<file path="src/rtl/if_id_skid.sv">
// IF->ID pipeline register with valid/ready handshake and a 2-entry skid buffer.
// Never drops or duplicates a beat; supports synchronous flush and a saturating stall counter.
module if_id_skid #(
  parameter int unsigned ADDR_W      = 32,
  parameter int unsigned DATA_W      = 32,
  parameter int unsigned CNT_W       = 16,
  parameter bit          ZERO_BUBBLE = 1'b1
) (
  input  logic              clk_i,
  input  logic              rst_ni,
  input  logic              in_valid_i,
  output logic              in_ready_o,
  input  logic [ADDR_W-1:0] in_pc_i,
  input  logic [DATA_W-1:0] in_inst_i,
  output logic              out_valid_o,
  input  logic              out_ready_i,
  output logic [ADDR_W-1:0] out_pc_o,
  output logic [DATA_W-1:0] out_inst_o,
  input  logic              flush_i,
  output logic [CNT_W-1:0]  stall_cycles_o
);

  localparam logic [CNT_W-1:0] CntMax = '1;

  logic              m_valid_q, m_valid_d;
  logic [ADDR_W-1:0] m_pc_q, m_pc_d;
  logic [DATA_W-1:0] m_inst_q, m_inst_d;
  logic              s_valid_q, s_valid_d;
  logic [ADDR_W-1:0] s_pc_q, s_pc_d;
  logic [DATA_W-1:0] s_inst_q, s_inst_d;
  logic [CNT_W-1:0]  stall_q, stall_d;

  logic acc;
  logic pop;

  // in_ready comes straight from a flop, so there is no path from out_ready.
  assign in_ready_o     = ~s_valid_q;
  assign acc            = in_valid_i & in_ready_o;
  assign pop            = m_valid_q & out_ready_i;
  assign out_valid_o    = m_valid_q;
  assign out_pc_o       = m_pc_q;
  assign out_inst_o     = m_inst_q;
  assign stall_cycles_o = stall_q;

  always_comb begin
    m_valid_d = m_valid_q;
    m_pc_d    = m_pc_q;
    m_inst_d  = m_inst_q;
    s_valid_d = s_valid_q;
    s_pc_d    = s_pc_q;
    s_inst_d  = s_inst_q;

    if (flush_i) begin
      m_valid_d = 1'b0;
      m_pc_d    = '0;
      m_inst_d  = '0;
      s_valid_d = 1'b0;
      s_pc_d    = '0;
      s_inst_d  = '0;
    end else if (!m_valid_q) begin
      if (acc) begin
        m_valid_d = 1'b1;
        m_pc_d    = in_pc_i;
        m_inst_d  = in_inst_i;
      end
    end else if (pop) begin
      if (s_valid_q) begin
        m_pc_d    = s_pc_q;
        m_inst_d  = s_inst_q;
        s_valid_d = 1'b0;
      end else if (acc) begin
        m_pc_d   = in_pc_i;
        m_inst_d = in_inst_i;
      end else begin
        m_valid_d = 1'b0;
        // A bubble reads as all-zero downstream when ZERO_BUBBLE is set.
        if (ZERO_BUBBLE) begin
          m_pc_d   = '0;
          m_inst_d = '0;
        end
      end
    end else if (acc) begin
      s_valid_d = 1'b1;
      s_pc_d    = in_pc_i;
      s_inst_d  = in_inst_i;
    end
  end

  always_comb begin
    stall_d = stall_q;
    if (m_valid_q && !out_ready_i && !flush_i && (stall_q != CntMax)) begin
      stall_d = stall_q + 1'b1;
    end
  end

  always_ff @(posedge clk_i or negedge rst_ni) begin
    if (!rst_ni) begin
      m_valid_q <= 1'b0;
      m_pc_q    <= '0;
      m_inst_q  <= '0;
      s_valid_q <= 1'b0;
      s_pc_q    <= '0;
      s_inst_q  <= '0;
      stall_q   <= '0;
    end else begin
      m_valid_q <= m_valid_d;
      m_pc_q    <= m_pc_d;
      m_inst_q  <= m_inst_d;
      s_valid_q <= s_valid_d;
      s_pc_q    <= s_pc_d;
      s_inst_q  <= s_inst_d;
      stall_q   <= stall_d;
    end
  end

endmodule

</file>
<file path="config.mk">
export PLATFORM = sky130hd
export DESIGN_NAME = if_id_skid
export DESIGN_NICKNAME = d
export VERILOG_FILES = /design/src/rtl/if_id_skid.sv
export SDC_FILE = /design/constraint.sdc
export NUM_CORES = 1
export LEC_CHECK = 0
export CORE_MARGIN = 2
export CORE_UTILIZATION = 35
export CTS_CLUSTER_DIAMETER = 150
export CTS_CLUSTER_SIZE = 24
export DETAILED_ROUTE_END_ITERATION = 16
export GPL_TIMING_DRIVEN = 1
export PLACE_DENSITY_LB_ADDON = 0.15
export SETUP_SLACK_MARGIN = 0.02
export SLEW_MARGIN = 20
export SYNTH_ARGS = -nofsm -noshare
export SYNTH_HDL_FRONTEND = slang
export SYNTH_SLANG_ARGS = --single-unit
export TNS_END_PERCENT = 5
</file>
<file path="constraint.sdc">
create_clock -name clk_i -period 4.1 [get_ports clk_i]
set_clock_uncertainty 0.2 [all_clocks]
set_input_delay 0.41 -clock clk_i [delete_from_list [all_inputs] [get_ports clk_i]]
set_output_delay 0.41 -clock clk_i [all_outputs]
set_load 0.03 [all_outputs]
</file>
==> impl_metrics.ini <==
[run_status]
status = finished, final reports clean

[synthesis]
ys.flop_type = dfrtp_1
ys_seq_elements = 146
post-synth-top-count-cell = dfrtp_1
synthTopCellsByCount = dfrtp_1, a22o_1, a22oi_1, o2bb2ai_1, clkbuf_1
synth_top_cell_area_share_pct = 61.0
syn_inst = 452
synth_area_per_cell_um2 = 13.3
synth-edff-count = 0
synth_cell_types = 39
syn_area_um2 = 5990
synth_top_area_cell = dfrtp_1
ys_async_sr_fraction_pct = 100
synth_warnings = 0
synth_area_leaders = dfrtp_1, a22o_1, o2bb2ai_1
ys_seq_area_share_pct = 61.0
syn_nets = 522

[placement]
postPlaceCellArea_um2 = 7700
io_buffer_count = 150
routabilityCongestion = 0.751
hpwl_um = 9790

[pwr]
power_leakage_nw = 3.66
cellPowerDensity_nw_per_um2 = 465
ir_worst_vdd_v = 0.000415

[floorplanning]
io-pin-count = 151
die_h_um = 135
die_width_um = 135
core_area_um2 = 16600
fp-row-count = 47
die-area_um2 = 18200
start_util_pct = 36.0

[sta]
hold_ws_ps = 288
setup_viol = 0
grt_setup_unrepaired = false
min_period_over_period_pct = 62.4
relSlewSlack_pct = 41.1
report.final.slew_viol_count = 0
timing.final.crit_period_ps = 2560
max_freq_ghz = 0.391
finalHoldViolCount = 0
worst_pin_slew_ps = 884
finalSetupTns_ps = 0

[critical_path]
crit_type = primary input to flip-flop
reg2reg_slack_ps = 1620
cp_data_required_time_ps = 4230
r2r-start = s_valid_q
worstSetupStartpointType = primary input
r2r_end = out_inst_o[9]
cp_slowest_cell = clkdlybuf4s50_1
worstPathArrival_ps = 2690
ff2ff_path_depth = 5
slowest_delay_ps = 560
cp_num_buf_inv = 2
end_kind = flip-flop
cp_max_fo = 41
critPathTopFamily = buffers and inverters
crit_chain = clkdlybuf4s50_1 > nand2b_1 > o21ai_0 > nand2b_2 > buf_4 > o2bb2ai_1

[global_routing]
globalRoute.busiestLayer = met1
met1_usage_pct = 27.9
use_met2_pct = 27.0
antenna_found_initial = 0
grt_pass1_vias = 4802
track_usage_pct = 18.8
grt_pass1_wl_um = 26500
global_route.usage.met3_pct = 5.52
overflow = 0
grt_start_max_net_pins = 85

[cells_and_area]
layout.nets = 658
drive_gt1_share_pct = 9.32
fin_util_pct = 50.2
diodes = 0
seqCellArea_um2 = 3650
area_growth_pct = 39.3
multi_input_area_um2 = 2170
nFillCells = 1425
design_area_um2 = 8350

[worst_hold_path]
hold_path_end = out_pc_o[2]
min_from = out_pc_o[2]
hp-class = flip-flop to flip-flop
hold_depth = 1

[clock_tree]
clock_tree.root_cell = clkbuf_16
cts_sinks = 146
cts_tree = built
cts_made_buffers = 17
clkLatencyLatePin_ps = 410
htree_levels = 4
clkSlewWorstSetupHoldPaths_ps = 60
clockBufferDepth = 2

[routing]
routed_wl_um = 16700
wl_per_cell_um = 20.4
drc = 0
ant_nets = 0
detail_route.iter0.violations = 340
via_per_inst = 5.63
num_vias = 4623
first_pass_iters = 5

[flow_run]
drv_cap = 0
## what timing repair did
action,4_1_cts,5_1_grt
endpoints found under the setup margin,0,0
hold buffers,1,0
hold endpoints to repair,82,0
resized for setup,0,0
setup buffers,0,0
## logic make-up (layout without fill, tap and decap cells)
kind of cell | after synthesis | in the layout | synth area share, %
AO/OA/AOI/OAI | 211 | 211 | 29.5
flip-flops | 146 | 146 | 61.0
buffers and inverters | 47 | 196 | 3.42
adder cells (fa/ha/maj) | 1 | 1 | 0.209
multiplexers | 1 | 1 | 0.188
XOR/XNOR | 12 | 12 | 1.75
AND/OR/NAND/NOR | 34 | 34 | 3.93
## report_power, final
| group | internal, mW | switching, mW | leakage (nW) |
|---|---|---|---|
| combinational | 0.255 | 0.359 | 1.38 |
| sequential | 1.52 | 0.0750 | 1.98 |
| clock | 1.05 | 0.619 | 0.301 |
## metal layers
layer  wire (µm)  part of all wire, %
met1        7960                   48
met2        7470                   45
met3        1160                  7.0
met4         138                 0.82
met5           0                    0
## area by class of cell
class	instances	area share [%]
Clock buffer	19	5.43
Clock inverter	13	2.19
Inverter	5	0.225
Multi-Input combinational cell	259	25.9
Sequential cell	146	43.8
Tap cell	220	3.30
Timing Repair Buffer	159	19.1
## placed cells by master (no fill, tap or decap), types with 3 or more instances in the layout
cell type        count
o21ai_0              3
a211oi_1             5
nand2_1              7
o2bb2ai_1           64
clkdlybuf4s50_1    149
clkinvlp_4           4
buf_4                6
nand3_1              3
a21oi_1              4
a22o_1              64
clkinv_2             3
dfrtp_1            146
inv_1                5
a22oi_1             64
xor2_1              10
bufinv_16            4
clkbuf_16           17
nor3_1               3
## worst max-delay path by stage
| stage | startpoint | endpoint | cells past startpoint |
|---|---|---|---|
| after floorplan | stall_cycles_o[13] | stall_cycles_o[1] | 4 |
| after global placement | in_valid_i | out_pc_o[15] | 6 |
| after detailed placement | in_valid_i | out_pc_o[6] | 6 |
| after CTS | in_valid_i | out_inst_o[7] | 6 |
| after global routing | in_valid_i | out_pc_o[12] | 6 |
| final | in_valid_i | out_inst_o[9] | 6 |
## state kept, by name, summed over array words and instances (netlist names)
register        flops
s_pc_q             32
out_valid_o         1
out_pc_o           32
out_inst_o         32
stall_cycles_o     16
s_valid_q           1
s_inst_q           32
## stage by stage
| stage | power, mW | setup slack (ps) | cells |
|---|---|---|---|
| finish | 3.88 | 1540 | 821 |
| global placement | 2.23 | 1200 | 788 |
| CTS | 3.91 | 1560 | 821 |
| floorplan | 1.92 | 2080 | 452 |
| global route | 4.03 | 1340 | 821 |
| detailed placement | 2.24 | 1120 | 788 |
(Power assumes the default switching activity.)
